**config.mk**
```make
export PLATFORM = sky130hd
export DESIGN_NAME = exec_sequencer
export DESIGN_NICKNAME = d
export VERILOG_FILES = /design/src/rtl/exec_sequencer.sv
export SDC_FILE = /design/constraint.sdc
export NUM_CORES = 1
export LEC_CHECK = 0
export BUFFER_PORTS_ARGS = -buffer_cell sky130_fd_sc_hd__buf_2
export CORE_MARGIN = 4
export CORE_UTILIZATION = 50
export DETAILED_ROUTE_END_ITERATION = 6
export MAX_ROUTING_LAYER = met4
export PLACE_DENSITY = 0.78
export SLEW_MARGIN = 25
export SYNTH_ARGS = -nofsm -noshare
export SYNTH_HDL_FRONTEND = slang
export SYNTH_SLANG_ARGS = --single-unit
```
**constraint.sdc**
```tcl
create_clock -name clk -period 5.6 [get_ports clk]
set_input_delay 0 -clock clk [delete_from_list [all_inputs] [get_ports clk]]
set_output_delay 0 -clock clk [all_outputs]
set_load 0.01 [all_outputs]
```
**src/rtl/exec_sequencer.sv**
```systemverilog
// exec_sequencer: multi-cycle EXEC/MEM/WB sequencer for RV32I/RV64I.
// Ports: clk, rst (async, active high); instr_valid/instr_ready handshake
//   with decoded fields opcode, funct3, rd_addr, rs1_val, rs2_val, imm, pc_in;
//   alu_result/alu_en to the ALU; mem_req/mem_we/mem_addr/mem_wdata/mem_be,
//   mem_rdata/mem_ack to data memory; rf_we/rf_waddr/rf_wdata to the register
//   file; j_valid/j_target to the PC; instr_done, illegal, mem_err pulses.
// Optional feature: define MISALIGN_TRAP_EN to trap misaligned accesses
//   and misaligned jump/branch targets (PC_STEP = 4) with mem_err.
module exec_sequencer #(
  parameter int XLEN        = 32,
  parameter int PC_STEP     = 1,
  parameter int MEM_TIMEOUT = 0
) (
  input  logic              clk,
  input  logic              rst,
  input  logic              instr_valid,
  output logic              instr_ready,
  input  logic [6:0]        opcode,
  input  logic [2:0]        funct3,
  input  logic [4:0]        rd_addr,
  input  logic [XLEN-1:0]   rs1_val,
  input  logic [XLEN-1:0]   rs2_val,
  input  logic [XLEN-1:0]   imm,
  input  logic [XLEN-1:0]   pc_in,
  input  logic [XLEN-1:0]   alu_result,
  output logic              alu_en,
  output logic              mem_req,
  output logic              mem_we,
  output logic [XLEN-1:0]   mem_addr,
  output logic [XLEN-1:0]   mem_wdata,
  output logic [XLEN/8-1:0] mem_be,
  input  logic [XLEN-1:0]   mem_rdata,
  input  logic              mem_ack,
  output logic              rf_we,
  output logic [4:0]        rf_waddr,
  output logic [XLEN-1:0]   rf_wdata,
  output logic              j_valid,
  output logic [XLEN-1:0]   j_target,
  output logic              instr_done,
  output logic              illegal,
  output logic              mem_err
);

  localparam int NB = XLEN / 8;
  localparam int LB = $clog2(NB);

  localparam logic [1:0] S_IDLE = 2'd0;
  localparam logic [1:0] S_EXEC = 2'd1;
  localparam logic [1:0] S_MEM  = 2'd2;
  localparam logic [1:0] S_WB   = 2'd3;

  localparam logic [6:0] OP_OP    = 7'b0110011;
  localparam logic [6:0] OP_IMM   = 7'b0010011;
  localparam logic [6:0] OP_LUI   = 7'b0110111;
  localparam logic [6:0] OP_AUIPC = 7'b0010111;
  localparam logic [6:0] OP_BR    = 7'b1100011;
  localparam logic [6:0] OP_JAL   = 7'b1101111;
  localparam logic [6:0] OP_JALR  = 7'b1100111;
  localparam logic [6:0] OP_LOAD  = 7'b0000011;
  localparam logic [6:0] OP_STORE = 7'b0100011;

  logic [1:0]      state;
  logic [6:0]      op_q;
  logic [2:0]      f3_q;
  logic [4:0]      rd_q;
  logic [XLEN-1:0] rs1_q, rs2_q, imm_q, pc_q;
  logic [XLEN-1:0] alu_q, ld_q;
  logic            err_q;
  logic [31:0]     wcnt;

  logic is_op, is_lui, is_auipc, is_br, is_jal, is_jalr, is_ld, is_st;
  logic bad, taken, jump, tgt_bad, acc_bad, writes, wb;
  logic [XLEN-1:0] addr, target, link, lsh, ld_val, wb_data;
  logic [LB-1:0]   lane;
  logic [NB-1:0]   be_base;

  assign is_op    = (op_q == OP_OP) || (op_q == OP_IMM);
  assign is_lui   = (op_q == OP_LUI);
  assign is_auipc = (op_q == OP_AUIPC);
  assign is_br    = (op_q == OP_BR);
  assign is_jal   = (op_q == OP_JAL);
  assign is_jalr  = (op_q == OP_JALR);
  assign is_ld    = (op_q == OP_LOAD);
  assign is_st    = (op_q == OP_STORE);

  // Reserved funct3 encodings; 64-bit forms are reserved on RV32.
  always_comb begin
    bad = !(is_op || is_lui || is_auipc || is_br ||
            is_jal || is_jalr || is_ld || is_st);
    if (is_ld && (f3_q == 3'b111 ||
        (XLEN == 32 && (f3_q == 3'b011 || f3_q == 3'b110))))
      bad = 1'b1;
    if (is_st && (f3_q[2] || (XLEN == 32 && f3_q == 3'b011)))
      bad = 1'b1;
    if (is_br && (f3_q == 3'b010 || f3_q == 3'b011))
      bad = 1'b1;
  end

  assign addr = rs1_q + imm_q;
  assign lane = addr[LB-1:0];
  assign link = pc_q + XLEN'(PC_STEP);

  always_comb begin
    case (f3_q)
      3'b000:  taken = (rs1_q == rs2_q);
      3'b001:  taken = (rs1_q != rs2_q);
      3'b100:  taken = ($signed(rs1_q) < $signed(rs2_q));
      3'b101:  taken = ($signed(rs1_q) >= $signed(rs2_q));
      3'b110:  taken = (rs1_q < rs2_q);
      3'b111:  taken = (rs1_q >= rs2_q);
      default: taken = 1'b0;
    endcase
  end

  assign jump   = !bad && (is_jal || is_jalr || (is_br && taken));
  assign target = is_jalr ? (addr & ~XLEN'(1)) : (pc_q + imm_q);

`ifdef MISALIGN_TRAP_EN
  assign tgt_bad = (PC_STEP == 4) && target[1];
  always_comb begin
    case (f3_q[1:0])
      2'd1:    acc_bad = addr[0];
      2'd2:    acc_bad = (addr[1:0] != 2'b00);
      2'd3:    acc_bad = (addr[2:0] != 3'b000);
      default: acc_bad = 1'b0;
    endcase
  end
`else
  assign tgt_bad = 1'b0;
  assign acc_bad = 1'b0;
`endif

  // Shifting the base mask by the lane drops lanes past the word end.
  always_comb begin
    case (f3_q[1:0])
      2'd0:    be_base = NB'(1);
      2'd1:    be_base = NB'(3);
      2'd2:    be_base = NB'(15);
      default: be_base = '1;
    endcase
  end

  assign lsh = mem_rdata >> {lane, 3'b000};

  always_comb begin
    case (f3_q)
      3'b000:  ld_val = XLEN'($signed(lsh[7:0]));
      3'b001:  ld_val = XLEN'($signed(lsh[15:0]));
      3'b010:  ld_val = XLEN'($signed(lsh[31:0]));
      3'b100:  ld_val = XLEN'(lsh[7:0]);
      3'b101:  ld_val = XLEN'(lsh[15:0]);
      3'b110:  ld_val = XLEN'(lsh[31:0]);
      default: ld_val = lsh;
    endcase
  end

  always_ff @(posedge clk or posedge rst) begin
    if (rst) begin
      state <= S_IDLE;
      op_q  <= '0;
      f3_q  <= '0;
      rd_q  <= '0;
      rs1_q <= '0;
      rs2_q <= '0;
      imm_q <= '0;
      pc_q  <= '0;
      alu_q <= '0;
      ld_q  <= '0;
      err_q <= 1'b0;
      wcnt  <= '0;
    end else begin
      case (state)
        S_IDLE: if (instr_valid) begin
          op_q  <= opcode;
          f3_q  <= funct3;
          rd_q  <= rd_addr;
          rs1_q <= rs1_val;
          rs2_q <= rs2_val;
          imm_q <= imm;
          pc_q  <= pc_in;
          err_q <= 1'b0;
          wcnt  <= '0;
          state <= S_EXEC;
        end
        S_EXEC: begin
          if (is_op) alu_q <= alu_result;
          if ((is_ld || is_st) && !bad && !acc_bad) begin
            state <= S_MEM;
          end else begin
            err_q <= (is_ld || is_st) && !bad && acc_bad;
            state <= S_WB;
          end
        end
        S_MEM: begin
          if (mem_ack) begin
            ld_q  <= ld_val;
            state <= S_WB;
          end else if (MEM_TIMEOUT > 0 &&
                       wcnt == 32'(MEM_TIMEOUT - 1)) begin
            err_q <= 1'b1;
            state <= S_WB;
          end else begin
            wcnt <= wcnt + 32'd1;
          end
        end
        default: state <= S_IDLE;
      endcase
    end
  end

  assign writes = is_op || is_lui || is_auipc ||
                  is_jal || is_jalr || is_ld;

  always_comb begin
    wb_data = alu_q;
    if (is_lui)             wb_data = imm_q;
    if (is_auipc)           wb_data = pc_q + imm_q;
    if (is_jal || is_jalr)  wb_data = link;
    if (is_ld)              wb_data = ld_q;
  end

  assign wb          = (state == S_WB);
  assign instr_ready = (state == S_IDLE);
  assign alu_en      = (state == S_EXEC) && is_op;
  assign mem_req     = (state == S_MEM);
  assign mem_we      = mem_req && is_st;
  assign mem_addr    = mem_req ? addr : '0;
  assign mem_be      = mem_we ? (be_base << lane) : '0;
  assign mem_wdata   = mem_we ? (rs2_q << {lane, 3'b000}) : '0;
  assign instr_done  = wb;
  assign illegal     = wb && bad;
  assign mem_err     = wb && (err_q || (jump && tgt_bad));
  assign j_valid     = wb && jump && !tgt_bad;
  assign j_target    = j_valid ? target : '0;
  assign rf_we       = wb && writes && !bad && !err_q && (rd_q != 5'd0);
  assign rf_waddr    = rf_we ? rd_q : '0;
  assign rf_wdata    = rf_we ? wb_data : '0;

endmodule

```
# Word level (Yosys, flattened, before mapping)
# Index checks and enable logic that the tools add are counted.
# op_classes
shift	3
n_addsub	3
n_reduce_logical	46
n_mux	24
n_lt_le_gt_ge	4
eq_ne	25
# op_table
operator	n
$mux W32	9
$pmux W32 S4	1
$add A32 B32 Y32	2
$ge A32 B32 Y1	2
$lt A32 B32 Y1	2
$add A32 B1 Y32 const B	1
$eq A32 B32 Y1	1
$ne A32 B32 Y1	1
$shl A32 B5 Y32	1
$shr A32 B5 Y32	1
$eq A7 B6 Y1 const B	3
$eq A7 B7 Y1 const B	3
$logic_or A1 B1 Y1	18
$logic_and A1 B1 Y1	15
$eq A7 B5 Y1 const B	2
$eq A3 B3 Y1 const B	4
$pmux W4 S2	1
$reduce_and A2 Y1	4
$eq A7 B2 Y1 const B	1
$eq A3 B2 Y1 const B	2
$mux W1	6
$pmux W1 S6	1
$pmux W2 S3	1
$mux W5	1
other kinds (15)	22
# totals
elab_cells	116
reg_bits	210
input_bits	211

# Logic depth before layout (Yosys ltp)
# Gate-level depths: netlist of run 1.
# logic_depth
word_depth	18
depth_mapped	13
mapped_depth_nobuf	12

# Worst setup path before layout of run 1
# Ideal clock, no wire load.
# synth_path
path_type	flip-flop to output port
from	reg pc_q[0]
to	out rf_wdata[26]
t_arrival_ns	3.015
stages_incl_launch_ff	12
required_ns	5.600
setup_slack_ns	2.585
cell_sequence	dfrtp_1 -> ha_1 -> fa_1 -> a211oi_1 -> o21ai_1 -> nand3_1 -> a31oi_1 -> a311oi_2 -> o31ai_2 -> nor3_1 -> a211oi_1 -> a2111oi_0
# synth_via
elab_chain_cells	5
word_cells_on_any_way	6
classes_between	add/sub: 2; mux: 4
# synth_rtl
item	line_no	rtl
start: declaration	66	logic [XLEN-1:0] rs1_q, rs2_q, imm_q, pc_q;
start signal: assignment	180	pc_q <= pc_in;
$add A32 B32 Y32	217	if (is_auipc) wb_data = pc_q + imm_q;
$mux W32	217	
$mux W32 (*)	218	if (is_jal || is_jalr) wb_data = link;
$mux W32 (*)	219	if (is_ld) wb_data = ld_q;
$mux W32 (*)	237	assign rf_wdata = rf_we ? wb_data : '0;
end: declaration	36	output logic [XLEN-1:0] rf_wdata,
# Every way passes the cells marked *; elsewhere a longest branch is shown, timed or not.

# Worst setup path after layout of run 1
# Same ends and word-level chain as after synthesis.

==> flow_summary.toml, run 1 <==
[synthesis]
yosys.area.top_type = "dfrtp_1"
synth_top_area_share_pct = 33.5
synth_area_leaders = "dfrtp_1, mux2_2, ha_1"
ys.flop_type = "dfrtp_1"
syn_area_per_cell_um2 = 9.00
synth_nets = 2045
yosysMostFrequentCell = "dfrtp_1"
netlist_instances = 1733
synth_enable_flop_cells = 0
synth_area_um2 = 15600
yosys-top-cells-count = "dfrtp_1, nor2_1, mux2_2"
ys_types = 76
async_flop_share_pct = 100
yosysWarningCount = 0
ys_seq_area_share_pct = 33.5
synth_seq_cells = 209

[drt]
wire_per_inst_um = 24.0
drc_errors = 0
drtPass1Iterations = 6
wirelength_um = 64100
drtIter0Drc = 1488
num_vias = 16403
final_antenna_net_count = 0
viasPerCell = 6.15

[finish]
final_cells = 2669
syn_to_final_growth_pct = 32.4
drive_above_1_share_pct = 27.8
nNetsFinal = 2568
fillerInstances = 2471

[sta]
rsz0062_at_grt = "no"
clock_skew_ns = 0.00995
slew_headroom_pct = 30.6
finalSetupTns_ns = 0
setup_ws_ns = 1.27
slew_violations = 0
fmax_mhz = 231
finalCritPeriodShare_pct = 77.3
tightest_slew_ns = 1.04
hold_viol = 0
min_period_ns = 4.33
setup_viol = 0

[worst_setup_path]
critical_path_required_ns = 5.60
critPathTopFamily = "compound AO/OA/AOI/OAI gates"
startpoint_type = "flop"
slowest_delay_ns = 0.64
crit_top_cell = "a211oi_1"
end_kind = "output port"
worst_ep_arrival_time_ns = 4.33
cp_cell_sequence = "ha_1, fa_1, a211oi_1, o21ai_1, nand3_1, a31oi_1, a311oi_2, o31ai_2, nor3_1, a211oi_1, a2111oi_0, buf_2"
path_max_fanout = 6
timing.critical_path.buf_inv = 1
slowest_stage = "a2111oi_0"
critPathKind = "reg2out"

[power_and_ir_drop]
cellPowerDensity_nw_per_um2 = 690
p_leak_nw = 9.82
finalPower_mw = 14.2
ir_drop_v = 0.000329

[global_routing]
grt_pass1_vias = 16442
overflow = 0
grt_usage_pct = 37.5
grt_max_degree = 162
grt_pass1_wl_um = 96000
antenna_found_initial = 1

[clock_network]
numCtsBuffers = 24
clock_path_buffers = 3
cts_tree = "built"
clk_pin_slew_ns = 0.07
clockRootBuffer = "clkbuf_16"
numClockSinks = 209
h-tree-depth = 1
clk_latency_ns = 0.54

[placed_design]
gp_congestion = 0.951
detailed_place_hpwl_um = 45200
io_buffers = 355
dp_cells = 2413
dpl_worst_slack_ns = 1.92

[die]
dieWidth_um = 185
rows = 64
start_util_pct = 50.8
fp.dieH_um = 185
coreArea_um2 = 30700
dieArea_um2 = 34100
top_level_ports = 357

[worst_hold_path]
min_path_type = "in2async"

[job]
cap_violations = 0

[status]
status = "finished clean"
-- final cells by class --
cell class	count	area [um^2]	share of cell area (%)
Tap cell	396	495	2.40
Clock buffer	34	739	3.58
Inverter	64	244	1.18
Multi-Input combinational cell	1368	9770	47.3
Sequential cell	209	5230	25.3
Clock inverter	7	66.3	0.321
Antenna cell	2	5.00	0.0242
Timing Repair Buffer	589	4090	19.8
-- flip-flops by register name (all words and copies together) (netlist names) --
name	count
op_q	7
f3_q	3
ld_q	32
rd_q	5
alu_q	32
rs1_q	32
pc_q	32
imm_q	32
state	2
rs2_q	32
-- what timing repair did --
| action | in CTS | in global routing |
|---|---|---|
| setup buffers | 0 | 0 |
| endpoints found under the hold margin | 256 | 0 |
| gates resized for setup | 0 | 0 |
| hold buffers | 213 | 0 |
-- worst min-delay path, cell delays in order --
cell and delay (ns):
dlygate4sd3_1 0.52, buf_2 0.13, clkinvlp_4 0.38
-- path summary, 6_finish.rpt --
| path | start | end | slack [ns] | cells past startpoint |
|---|---|---|---|---|
| worst max-delay path | pc_q[0] | rf_wdata[26] | 1.27 | 12 |
| worst min-delay path | rst | rs2_q[11] | 0.06 | 3 |
| worst min register to register | ld_q[7] | ld_q[7] | 0.49 | 2 |
| max in group asynchronous | rst | pc_q[11] | 4.21 | 4 |
| min in group clk | mem_rdata[11] | ld_q[11] | 0.10 | 5 |
| worst max register to register | rs1_q[0] | ld_q[9] | 2.20 | 8 |
-- through the flow --
stage	utilization, %	hold slack, ns	area, um^2
floorplan	-	0.150	15600
global placement	57.6	0.231	17700
detailed placement	57.7	0.0756	17700
CTS	67.3	0.0474	20600
global route	67.3	0.0702	20600
finish	67.3	0.0558	20600
-- cells by family (layout without fill, tap and decap cells) --
| family | Yosys count | in the layout | share of synthesized area [%] |
|---|---|---|---|
| muxes | 228 | 228 | 16.1 |
| xor gates and xnor gates | 80 | 80 | 4.49 |
| DFF | 209 | 209 | 33.5 |
| buffers and inverters | 156 | 694 | 4.04 |
| AOI/OAI and AO/OA | 435 | 435 | 18.2 |
| other | 1 | 3 | 0.0241 |
| adders and majority gates | 101 | 101 | 8.20 |
| and+or+nand+nor | 523 | 523 | 15.3 |
-- metal layers --
metal / vias up / GRT usage (%) / routed length, um / part of all wire, %
li1: 7275 / - / - / -
met1: 7913 / 47.5 / 24900 / 39
met2: 959 / 59.3 / 29900 / 47
met3: 256 / 5.43 / 5460 / 8.5
met4: 0 / 17.9 / 3790 / 5.9
met5: - / - / 0 / 0
-- layout by cell type (no fill, tap or decap), types with 26 or more instances in the layout --
cell type and count:
xnor2_1 54, buf_2 355, inv_1 62, mux2_2 185
nand3_1 37, o21ai_0 66, nor2_1 191, and2_1 40
dfrtp_1 209, a21o_1 35, a211oi_1 38, o211ai_1 32
nand2_1 135, ha_1 98, xor2_1 26, mux2i_1 43
dlygate4sd3_1 213, nor3_1 30, a21oi_1 160
-- report_power, final --
group	internal, mW	total [mW]	switching, mW
logic	3.85	9.34	5.49
registers	2.21	3.26	1.05
clock network	0.959	1.64	0.685
(Power assumes the default switching activity.)
==> run 2: changes to the inputs <==
clock period = 3.6 ns   (was 5.6 ns; I/O delays follow)
==> run 2 against run 1 <==
- the run now ends with negative setup slack left
- sequential power grew 58%
- total power grew 77%
- flip-flop and latch count is the same
- critical path type unchanged
- non-clock buffer count grew 80
- final cell count grew 3.2%
- clock power grew 53%
- die area is the same
==> flow_summary.toml, run 2 (same netlist as run 1, synthesis figures left out) <==
[worst_setup_path]
startpoint_type = "flop"
timing.critical_path.buf_inv = 3
critPathTopFamily = "compound AO/OA/AOI/OAI gates"
critPathKind = "reg2out"
slowest_delay_ns = 0.46
path_max_fanout = 7
end_kind = "output port"
cp_cell_sequence = "ha_1, a21o_1, a21o_1, a21oi_2, o21a_1, o211a_1, o211ai_2, a221o_1, a221oi_2, o211ai_4, buf_8, buf_8, a21oi_2, buf_2"
critical_path_required_ns = 3.60
worst_ep_arrival_time_ns = 3.73
slowest_stage = "dfrtp_2"

[die]
fp.dieH_um = 185
start_util_pct = 50.8
top_level_ports = 357
dieArea_um2 = 34100
rows = 64
dieWidth_um = 185
coreArea_um2 = 30700

[placed_design]
dpl_worst_slack_ns = 0.0181
detailed_place_hpwl_um = 45600
placed_area_um2 = 18000
dp_cells = 2446
io_buffers = 355
gp_congestion = 0.984

[finish]
final_cell_area_um2 = 22400
syn_to_final_growth_pct = 43.9
mostFrequentLayoutCells = "buf_2, dlygate4sd3_1, mux2_2"
utilization_pct = 73.2
final_cells = 2755
final_common_cell = "buf_2"
fillerInstances = 2179
drive_above_1_share_pct = 36.9
nNetsFinal = 2649

[clock_network]
clk_latency_ns = 0.54
clockRootBuffer = "clkbuf_16"
h-tree-depth = 1
clock_path_buffers = 3
cts_tree = "built"
numClockSinks = 209
clk_pin_slew_ns = 0.06
numCtsBuffers = 25

[power_and_ir_drop]
ir_drop_v = 0.000571
cellPowerDensity_nw_per_um2 = 1120
p_leak_nw = 10.3
finalPower_mw = 25.2

[drt]
final_antenna_net_count = 0
wire_per_inst_um = 23.6
drc_errors = 0
viasPerCell = 6.11
num_vias = 16843
drtIter0Drc = 1635
wirelength_um = 65000
drtPass1Iterations = 6

[sta]
setup_ws_ns = -0.134
hold-worst-slack_ns = 0.0244
hold_viol = 0
fmax_mhz = 268
rsz0062_at_grt = "yes"
slew_headroom_pct = 43.1
slew_violations = 0
finalCritPeriodShare_pct = 104
min_period_ns = 3.73
clock_skew_ns = 0.0176
setup_viol = 28
tightest_slew_ns = 0.851
finalSetupTns_ns = -1.61

[status]
violations = "negative setup slack"
status = "finished with violations"

[job]
cap_violations = 0

[global_routing]
grt_usage_pct = 37.7
overflow = 0
grt_max_degree = 97
grt_pass1_vias = 16786
grt_pass1_wl_um = 97000
antenna_found_initial = 2

[worst_hold_path]
min_path_type = "in2reg"
## run 2: final timing paths
check	from	to	slack [ns]	cells after the start
worst max register to register	imm_q[0]	ld_q[11]	0.59	10
worst max-delay path	rs1_q[9]	j_target[8]	-0.13	14
worst min-delay path	mem_rdata[10]	ld_q[2]	0.02	5
worst min register to register	ld_q[0]	ld_q[0]	0.48	2
min in group asynchronous	rst	rs2_q[25]	0.17	3
max in group asynchronous	rst	imm_q[11]	2.35	4
## run 2: worst min-delay path, delay by kind of cell
kind            cells  cell delay, ns
buf+inv             1            0.10
mux                 1            0.06
simple gates        1            0.09
compound gates      2            0.26
## run 2: report_power, final
part / leakage [nW] / switching [mW] / internal, mW
sequential: 2.50 / 1.67 / 3.47
combinational: 7.45 / 9.79 / 7.73
clock: 0.385 / 1.07 / 1.44
total: 10.3 / 12.5 / 12.6
## run 2: what timing repair did
action	4_1_cts	5_1_grt
cloned	1	0
endpoints found under the setup margin	57	61
hold buffers	212	0
gates resized for setup	147	98
pin swaps	51	47
setup buffers	25	22
endpoints found under the hold margin	242	0
## run 2: layer usage
metal	global-route usage (%)	wire [um]	vias up
li1	-	-	7467
met1	47.9	25300	8130
met2	60.8	30800	983
met3	4.62	5120	263
met4	16.5	3760	0
met5	-	0	-
## run 2: layout make-up
class,count,area (um^2),share of cell area (%)
repair buffers,669,4860,21.7
clock buffers,37,711,3.17
multi-input cells,1368,10800,48.0
clock inverters,9,78.8,0.351
inverters,64,244,1.09
diodes,3,7.51,0.0335
flip-flops and latches,209,5260,23.4
well taps,396,495,2.21
